[config.mk]
export PLATFORM = sky130hd
export DESIGN_NAME = store_buffer
export DESIGN_NICKNAME = d
export VERILOG_FILES = /design/src/rtl/store_buffer_pkg.sv /design/src/rtl/store_buffer_load_extend.sv /design/src/rtl/store_buffer.sv
export SDC_FILE = /design/constraint.sdc
export NUM_CORES = 1
export LEC_CHECK = 0
export CAP_MARGIN = 20
export CORE_MARGIN = 2
export CORE_UTILIZATION = 50
export CTS_BUF_LIST = sky130_fd_sc_hd__clkbuf_4 sky130_fd_sc_hd__clkbuf_8
export CTS_CLUSTER_DIAMETER = 120
export DETAILED_ROUTE_END_ITERATION = 10
export HOLD_SLACK_MARGIN = 0.06
export PLACE_DENSITY = 0.71
export SLEW_MARGIN = 20
export SYNTH_ARGS = -nofsm -noshare
export SYNTH_HDL_FRONTEND = slang
export SYNTH_SLANG_ARGS = --single-unit
[constraint.sdc]
create_clock -name clk -period 16.3 [get_ports clk]
set_input_delay 3.26 -clock clk [delete_from_list [all_inputs] [get_ports clk]]
set_output_delay 3.26 -clock clk [all_outputs]
set_load 0.03 [all_outputs]
[src/rtl/store_buffer_pkg.sv]
// Shared types and defaults for the store buffer and its load-extend helper.
//   data_width_t  : width codes used by both stores and loads
//   sb_entry_t    : one queued store (addr, data, width, valid)
//   DEPTH_DEFAULT : default entry count
//   is_word_store : true when a store width code writes the full word
package store_buffer_pkg;

  typedef enum logic [2:0] {
    W  = 3'b000,
    H  = 3'b001,
    B  = 3'b010,
    HU = 3'b101,
    BU = 3'b110
  } data_width_t;

  typedef struct packed {
    logic [31:0] addr;
    logic [31:0] data;
    logic [2:0]  width;
    logic        valid;
  } sb_entry_t;

  localparam int unsigned DEPTH_DEFAULT = 4;

  // Stores only narrow for the half/byte codes; everything else writes a word.
  function automatic logic is_word_store(input logic [2:0] width);
    return (width != H) && (width != B);
  endfunction

endpackage

[src/rtl/store_buffer_load_extend.sv]
// Combinational load formatter, also used on the cache read path.
//   word     in  32  aligned source word
//   ld_width in  3   load width code (unknown codes behave as LW)
//   data     out 32  sign/zero-extended result
module load_extend
  import store_buffer_pkg::*;
(
  input  logic [31:0] word,
  input  logic [2:0]  ld_width,
  output logic [31:0] data
);

  always_comb begin
    data = word;
    case (ld_width)
      H:       data = {{16{word[15]}}, word[15:0]};
      B:       data = {{24{word[7]}}, word[7:0]};
      HU:      data = {16'h0000, word[15:0]};
      BU:      data = {24'h000000, word[7:0]};
      default: data = word;
    endcase
  end

endmodule

[src/rtl/store_buffer.sv]
// Posted-write buffer between the data cache and a slow data memory.
//   st_valid/st_addr/st_data/st_width, st_ready : store enqueue
//   ld_valid/ld_addr/ld_width                   : load lookup
//   fwd_hit/fwd_data, ld_stall                  : lookup result
//   mem_wen/mem_addr/mem_wdata/mem_width,mem_ack: head drain handshake
//   empty                                       : nothing queued
module store_buffer
  import store_buffer_pkg::*;
#(
  parameter int unsigned DEPTH = DEPTH_DEFAULT
) (
  input  logic        clk,
  input  logic        rst_n,
  input  logic        st_valid,
  input  logic [31:0] st_addr,
  input  logic [31:0] st_data,
  input  logic [2:0]  st_width,
  output logic        st_ready,
  input  logic        ld_valid,
  input  logic [31:0] ld_addr,
  input  logic [2:0]  ld_width,
  output logic        fwd_hit,
  output logic [31:0] fwd_data,
  output logic        ld_stall,
  output logic        mem_wen,
  output logic [31:0] mem_addr,
  output logic [31:0] mem_wdata,
  output logic [2:0]  mem_width,
  input  logic        mem_ack,
  output logic        empty
);

  localparam int unsigned PtrW = $clog2(DEPTH);
  localparam int unsigned CntW = PtrW + 1;

  sb_entry_t       entries_q [DEPTH];
  logic [PtrW-1:0] head_q, tail_q;
  logic [CntW-1:0] count_q;

  logic full, push, pop;

  assign empty    = (count_q == '0);
  assign full     = (count_q == CntW'(DEPTH));
  assign st_ready = !full;
  assign push     = st_valid && !full;
  assign pop      = mem_ack && !empty;

  // Push and pop never target the same slot: a push needs a free slot and a
  // pop needs an occupied one.
  always_ff @(posedge clk or negedge rst_n) begin
    if (!rst_n) begin
      head_q  <= '0;
      tail_q  <= '0;
      count_q <= '0;
      for (int i = 0; i < DEPTH; i++) begin
        entries_q[i] <= '0;
      end
    end else begin
      if (push) begin
        entries_q[tail_q] <= '{addr: st_addr, data: st_data, width: st_width, valid: 1'b1};
        tail_q            <= tail_q + 1'b1;
      end
      if (pop) begin
        entries_q[head_q].valid <= 1'b0;
        head_q                  <= head_q + 1'b1;
      end
      if (push && !pop) begin
        count_q <= count_q + 1'b1;
      end else if (pop && !push) begin
        count_q <= count_q - 1'b1;
      end
    end
  end

  // Drain: present the head entry while anything is queued.
  assign mem_wen   = !empty;
  assign mem_addr  = mem_wen ? entries_q[head_q].addr  : '0;
  assign mem_wdata = mem_wen ? entries_q[head_q].data  : '0;
  assign mem_width = mem_wen ? entries_q[head_q].width : '0;

  // Lookup: scan oldest to youngest so the last hit is the youngest match.
  logic [PtrW-1:0] scan_idx;
  logic            match_found;
  sb_entry_t       match_entry;

  always_comb begin
    scan_idx    = head_q;
    match_found = 1'b0;
    match_entry = '0;
    for (int unsigned i = 0; i < DEPTH; i++) begin
      scan_idx = head_q + PtrW'(i);
      if (entries_q[scan_idx].valid &&
          (entries_q[scan_idx].addr[31:2] == ld_addr[31:2])) begin
        match_found = 1'b1;
        match_entry = entries_q[scan_idx];
      end
    end
  end

  // A younger word store fully covers any older partial one, so only the
  // youngest match decides between forward and stall.
  logic        fwd_ok;
  logic [31:0] ext_data;

  assign fwd_ok   = ld_valid && match_found && is_word_store(match_entry.width) &&
                    (ld_addr[1:0] == 2'b00);
  assign fwd_hit  = fwd_ok;
  assign ld_stall = ld_valid && match_found && !fwd_ok;

  load_extend u_load_extend (
    .word     (match_entry.data),
    .ld_width (ld_width),
    .data     (ext_data)
  );

  assign fwd_data = fwd_ok ? ext_data : '0;

endmodule

==> results by group, run 1 <==
Die
  – Core Region: 0.0419 mm2
  – DIE AREA: 0.0439 mm2
  – Io pins: 211
  – Vert. Die Dim: 209 um
  – Row Count: 75
  – Die width: 209 um
  – Initial Utilization: 50.4%

STA
  – RSZ-0062 raised after global routing: no
  – Period utilization: 71.5%
  – Fin crit period: 11650 ps
  – Max_slew headroom: 36.2%
  – Fin Clk Skew: 10.6 ps
  – Count of final max-slew check failures: 0
  – Worst-Margin Slew: 958 ps
  – Highest Clock Rate: 85.8 MHz
  – # setup viols final: 0
  – Setup_tns: 0 ps
  – Final hold viol count: 0

Synth
  – Top_reg_cell synth: dfrtp_1
  – Synth cell types: 65
  – #FFs+latches synth: 279
  – Synthesized instance count: 1669
  – Asr flop ratio synth: 100%
  – Synthesized Nets: 1788
  – Seq/Total Area, Yosys: 33.1%
  – Cell Area, Synth: 0.0211 mm2
  – Avg Cell Area, Syn: 12.6 um2
  – Yosys warns: 0
  – Number of synthesized flops with an enable pin: 0

Power
  – Pleak: 9.43 nW
  – Worst vdd ir: 0.000211 V
  – P per Cell Area: 261 mW/mm2
  – Total power: 6.40 mW

Worst setup path
  – CP bufs+invs: 4
  – CP Cell Sequence: inv_1 > ha_4 > buf_4 > mux2i_1 > o22ai_1 > a211o_1 > a2111o_1 > nor4b_2 > and2_1 > o31ai_1 > a311o_1 > buf_4 > a211oi_1 > clkdlybuf4s50_1
  – Reg-to-Reg End: head_q[1]
  – CP top delay family: buffers and inverters
  – Crit-path most repeated cell: buf_4
  – Worst Setup SP: head_q[1]
  – Required time worst endpoint: 13040 ps
  – Worst path slowest cell: dfrtp_4
  – Worst setup SP type: register
  – CP Class: reg -> out
  – R2r setup slk: 12890 ps
  – Worst-path maximum fanout: 58
  – Crit path largest cell delay: 970 ps
  – Arrival time worst endpoint: 8390 ps
  – Reg2reg start: head_q[1]
  – R2R cell count: 5
  – Critical path capture point type: output port

Placed design
  – RePlAce Congestion: 1.00
  – Hpwl dp: 41800 um
  – Buffers on Ports: 210

CTS
  – Skew-Pair Late Insertion Delay: 630 ps
  – CTS root buf: clkbuf_8
  – Cts repair resizes: 0
  – Num CTS Buffers: 50
  – CTS Hold Bufs: 0
  – Clock slew at reported path FFs: 60 ps
  – CTS H-tree lvls: 2
  – Clock Path Buffers: 3
  – Post-CTS setup buffers: 0
  – CTS tree: done
  – CTS sink cnt: 279

Global route
  – Global route total overflow: 0
  – Global Route Usage Sum: 28.0%
  – Largest net degree at the start of global routing: 135
  – First-pass GRT wire length: 94400 um
  – Antenna violations before repair: 6
  – Vias in the first global route: 15700

Cells and area
  – Commonest non-fill, non-tap cell in the layout: mux2_2
  – Layout cell share with drive strength beyond 1: 35.7%
  – Area added between synthesis and finish: 16.1%
  – Most frequent cells in the layout: mux2_2 (309), dfrtp_1 (277), mux4_2 (211)
  – Net count, final: 1914
  – Core Util, Final: 58.6%

Detailed routing
  – Routed vias: 15600
  – Drt pass-1 iters: 8
  – DR WL/cell: 25.6 um
  – Final WL: 60800 um
  – DR vias/cell: 6.57
  – DR iter-0 viols: 1342
  – DR DRC count: 0
  – Final ANT Viol Nets: 0

Min path
  – HP Class: reg -> reg
  – Worst hold stages: 1

Flow run
  – Max-Cap Viols: 0

Run status
  – Outcome: completed
-- stage by stage --
stage,hold WS [ps],area (um2),worst slack [ps],instances
final,503,24500,4650,2379
after CTS,498,24500,4730,2375
after detailed placement,487,23400,4760,2282
after global placement,483,23400,4830,2282
after floorplan,456,21100,6450,1669
after global routing,526,24500,4270,2377
-- power by group --
part           switching, mW  internal, mW  total (mW)
clock                  0.304         0.421       0.725
sequential             0.488          1.05        1.54
combinational           1.96          2.17        4.13
total                   2.75          3.64        6.40
-- area by class of cell --
type                            instances  area [um2]
Tap cell                              539         674
Fill cell                            3391       17300
Antenna cell                            4        10.0
Timing Repair Buffer                  230        2270
Inverter                               27         101
Clock inverter                         13        98.8
Multi-Input combinational cell       1207       13300
Clock buffer                           80        1040
Sequential cell                       279        6990
-- worst reg2reg max path, delay by kind of cell (launching register included) --
kind,cells,cell delay (ps)
AO/OA/AOI/OAI,1,100
buffers and inverters,2,1150
flip-flops,1,970
AND/OR/NAND/NOR,1,130
adder cells (fa/ha/maj),1,970
-- routing by layer --
| layer | share of wire [%] | vias up | GRT usage [%] |
|---|---|---|---|
| met5 | 0.021 | - | 0 |
| met3 | 8.5 | 126 | 6.13 |
| met2 | 47 | 713 | 43.4 |
| met1 | 41 | 8078 | 39.0 |
| met4 | 3.5 | 2 | 10.6 |
| li1 | - | 6712 | - |
-- worst max path at each step --
stage,to,slack (ps),depth (start not counted)
finish,fwd_data[31],4650,14
detailed placement,fwd_data[31],4760,11
floorplan,fwd_data[17],6450,11
global route,fwd_data[31],4270,14
global placement,fwd_data[31],4830,11
CTS,fwd_data[31],4730,14
-- cell usage after synthesis, drive strengths merged (4+ instances only) --
cell / instances / area (um2)
o22ai: 14 / 87.6
nand2b: 5 / 31.3
and3: 13 / 81.3
a31oi: 11 / 83.8
a32oi: 12 / 105
nand4: 16 / 100
nor2: 25 / 93.8
o2111ai: 6 / 52.6
or2: 4 / 25.0
xnor2: 85 / 744
inv: 26 / 97.6
a211oi: 19 / 153
dfrtp: 279 / 6980
and2: 63 / 394
o21ai: 47 / 235
mux2: 309 / 3480
a221oi: 10 / 113
ha: 11 / 138
a21oi: 18 / 90.1
nor3: 12 / 60.1
o211ai: 7 / 52.6
mux4: 211 / 4750
nor2b: 39 / 244
o22a: 16 / 140
clkbuf: 76 / 285
nor4: 9 / 56.3
xor2: 29 / 254
or3: 5 / 31.3
mux2i: 102 / 1020
nand2: 44 / 165
nand3: 22 / 110
a22oi: 6 / 45.0
buf: 80 / 462
-- kinds of logic (layout without fill, tap and decap cells) --
kind of cell             Yosys count  in the layout  share of synthesized area [%]
AO/OA/AOI/OAI                    194            194                           6.66
AND/OR/NAND/NOR                  265            265                           6.96
flip-flops                       279            279                           33.1
adder cells (fa/ha/maj)           12             12                          0.747
XOR/XNOR                         114            114                           4.73
multiplexers                     622            622                           43.8
buffers and inverters            183            350                           4.02
other                              0              4                              0
Note: power is estimated with default switching activity, not from simulation.
==> run 2: changes to the inputs <==
--- a/config.mk
+++ b/config.mk
@@ -12,7 +12,7 @@
 export CTS_CLUSTER_DIAMETER = 120
 export DETAILED_ROUTE_END_ITERATION = 10
 export HOLD_SLACK_MARGIN = 0.06
-export PLACE_DENSITY = 0.71
+export PLACE_DENSITY = 0.74
 export SLEW_MARGIN = 20
 export SYNTH_ARGS = -nofsm -noshare
 export SYNTH_HDL_FRONTEND = slang
==> constraint.sdc (replaced) <==
create_clock -name clk -period 10.7 [get_ports clk]
set_input_delay 2.14 -clock clk [delete_from_list [all_inputs] [get_ports clk]]
set_output_delay 2.14 -clock clk [all_outputs]
set_load 0.03 [all_outputs]
==> run 2 against run 1 <==
Non-clock buffer count rose by 2. Utilization shrank 0.084 points. Via count is 0.47% higher. Flip-flop and latch count did not move. Worst hold slack barely moved. Critical path depth is 1 lower. Sequential power increased by 50%. Setup slack worse by 3700 ps. Final cell count unchanged. Routed wire length grew 1.3%.
==> results by group, run 2 (synthesis results as in run 1) <==
Run status
  – Outcome: completed (unchanged)

Cells and area
  – Commonest non-fill, non-tap cell in the layout: mux2_2 (unchanged)
  – Layout cell share with drive strength beyond 1: 35.6% (was 35.7%)
  – Fillers: 3386 (was 3391)
  – Net count, final: 1917 (was 1914)
  – Most frequent cells in the layout: mux2_2 (309), dfrtp_1 (277), mux4_2 (211) (unchanged)
  – Final Non-Filler Cells: 2379 (unchanged)
  – Area added between synthesis and finish: 15.9% (was 16.1%)

Power
  – Pleak: 9.41 nW (was 9.43 nW)
  – Total power: 9.76 mW (was 6.40 mW)
  – Worst vdd ir: 0.000242 V (was 0.000211 V)
  – P per Cell Area: 399 mW/mm2 (was 261 mW/mm2)

Worst setup path
  – CP top delay family: simple AND/OR/NAND/NOR gates (was buffers and inverters)
  – Crit path largest cell delay: 910 ps (was 970 ps)
  – CP Cell Sequence: clkinv_1 > ha_4 > buf_4 > mux2i_1 > o22ai_1 > a2111oi_0 > a31oi_1 > nor4b_2 > nand2_1 > nand3_1 > o21ai_0 > a211oi_2 > clkdlybuf4s50_1 (was inv_1 > ha_4 > buf_4 > mux2i_1 > o22ai_1 > a211o_1 > a2111o_1 > nor4b_2 > and2_1 > o31ai_1 > a311o_1 > buf_4 > a211oi_1 > clkdlybuf4s50_1)
  – CP bufs+invs: 3 (was 4)
  – Arrival time worst endpoint: 7630 ps (was 8390 ps)
  – R2R cell count: 5 (unchanged)
  – Reg2reg start: head_q[0] (was head_q[1])
  – CP Class: reg -> out (unchanged)
  – Required time worst endpoint: 8560 ps (was 13040 ps)
  – Critical path capture point type: output port (unchanged)
  – Worst path slowest cell: ha_4 (was dfrtp_4)
  – R2r setup slk: 7620 ps (was 12890 ps)
  – Reg-to-Reg End: head_q[1] (unchanged)
  – Worst-path maximum fanout: 56 (was 58)
  – Worst setup SP type: register (unchanged)

STA
  – Highest Clock Rate: 102 MHz
  – Final hold viol count: 0 (unchanged)
  – Max_slew headroom: 25.6% (was 36.2%)
  – Count of final max-slew check failures: 0 (unchanged)
  – Final worst setup slack: 932 ps (was 4650 ps)
  – Setup_tns: 0 ps (unchanged)
  – Period utilization: 91.3%
  – Fin Clk Skew: 33.5 ps (was 10.6 ps)
  – Fin crit period: 9770 ps
  – RSZ-0062 raised after global routing: no (unchanged)
  – Worst-Margin Slew: 1120 ps (was 958 ps)
  – # setup viols final: 0 (unchanged)

Die
  – Initial Utilization: 50.4% (unchanged)
  – DIE AREA: 0.0439 mm2 (unchanged)
  – Vert. Die Dim: 209 um (unchanged)
  – Core Region: 0.0419 mm2 (unchanged)
  – Die width: 209 um (unchanged)
  – Io pins: 211 (unchanged)
  – Row Count: 75 (unchanged)

Detailed routing
  – Routed vias: 15700 (was 15600)
  – DR vias/cell: 6.60 (was 6.57)
  – DR iter-0 viols: 1408 (was 1342)
  – Drt pass-1 iters: 5 (was 8)
  – Final WL: 61600 um (was 60800 um)
  – Final ANT Viol Nets: 0 (unchanged)
  – DR DRC count: 0 (unchanged)
  – DR WL/cell: 25.9 um (was 25.6 um)

Global route
  – Global route total overflow: 0 (unchanged)
  – Global Route Usage Sum: 28.5% (was 28.0%)
  – Largest net degree at the start of global routing: 135 (unchanged)
  – Vias in the first global route: 16000 (was 15700)
  – Antenna violations before repair: 9 (was 6)
  – First-pass GRT wire length: 96100 um (was 94400 um)

CTS
  – Cts repair resizes: 0 (unchanged)
  – CTS Hold Bufs: 0 (unchanged)
  – Post-CTS setup buffers: 0 (unchanged)
  – Num CTS Buffers: 51 (was 50)
  – Clock Path Buffers: 3 (unchanged)
  – CTS sink cnt: 279 (unchanged)
  – CTS tree: done (unchanged)
  – CTS root buf: clkbuf_8 (unchanged)
  – CTS H-tree lvls: 2 (unchanged)
  – Skew-Pair Late Insertion Delay: 650 ps (was 630 ps)
  – Clock slew at reported path FFs: 60 ps (about the same)

Placed design
  – Buffers on Ports: 210 (unchanged)
  – RePlAce Congestion: 0.999 (was 1.00)
  – Placed insts: 2284 (was 2282)
  – Hpwl dp: 41900 um (was 41800 um)
  – Dpl ws: 1650 ps (was 4760 ps)

Min path
  – HP Class: reg -> reg (unchanged)
  – Worst hold stages: 1 (unchanged)

Flow run
  – Max-Cap Viols: 0 (unchanged)
run 2: cell count changes in the layout (fill, tap and decap cells not counted):
cell / before / now
buf_12: 1 / 3
nor2_1: 24 / 25
clkdlybuf4s50_1: 209 / 207
diode_2: 4 / 7
clkbuf_8: 70 / 67
clkbuf_4: 10 / 12
nor2_2: 1 / 0
buf_4: 18 / 21
clkinv_2: 9 / 6
bufinv_16: 1 / 0
buf_6: 1 / 0
run 2: metal layers:
layer	track usage, %	wire length, um	vias to the layer above
li1	-	-	6730
met3	7.08	5530	120
met2	44.2	28600	727
met4	9.39	1830	6
met1	39.7	25700	8122
met5	0	41	-
run 2: cell type report:
class,instances,area [um2],share of cell area [%]
diodes,7,17.5,0.0716
clock buffers,79,1010,4.13
clock inverters,9,53.8,0.220
inverters,27,101,0.414
multi-input cells,1207,13300,54.4
flip-flops and latches,279,6990,28.6
well taps,539,674,2.75
repair buffers,232,2300,9.41
run 2: stage by stage:
step | instance area [um2] | hold slack (ps) | utilization, %
2_1_floorplan | 21100 | 456 | -
3_3_place_gp | 23400 | 479 | 55.9
3_5_place_dp | 23400 | 491 | 55.9
4_1_cts | 24500 | 504 | 58.4
5_1_grt | 24500 | 524 | 58.5
6_report | 24500 | 503 | 58.5
run 2: worst max-delay path by stage:
stage                     slack, ps      endpoint  cells past startpoint   startpoint
final                           930  fwd_data[27]                     13    head_q[0]
after global routing            470  fwd_data[30]                     13    head_q[0]
after CTS                      1040  fwd_data[27]                     13    head_q[0]
after detailed placement       1650  fwd_data[27]                     10  ld_addr[21]
after global placement         1720   fwd_data[2]                     11  ld_addr[21]
after floorplan                2750  fwd_data[17]                     23    head_q[0]
run 2: report_power, final:
group	internal (mW)	total [mW]	leakage [nW]	switching, mW
registers	1.61	2.31	3.31	0.700
clock network	0.599	1.07	0.565	0.470
logic	3.31	6.38	5.54	3.07
total	5.52	9.76	9.41	4.24
==> run 3: changes to the inputs <==
--- a/config.mk
+++ b/config.mk
@@ -13,7 +13,7 @@
 export DETAILED_ROUTE_END_ITERATION = 10
 export HOLD_SLACK_MARGIN = 0.06
 export PLACE_DENSITY = 0.74
-export SLEW_MARGIN = 20
+export SLEW_MARGIN = 0
 export SYNTH_ARGS = -nofsm -noshare
 export SYNTH_HDL_FRONTEND = slang
 export SYNTH_SLANG_ARGS = --single-unit
==> results of run 3 <==
Same layout as run 2: the final DEF is identical, and so are final timing and power.
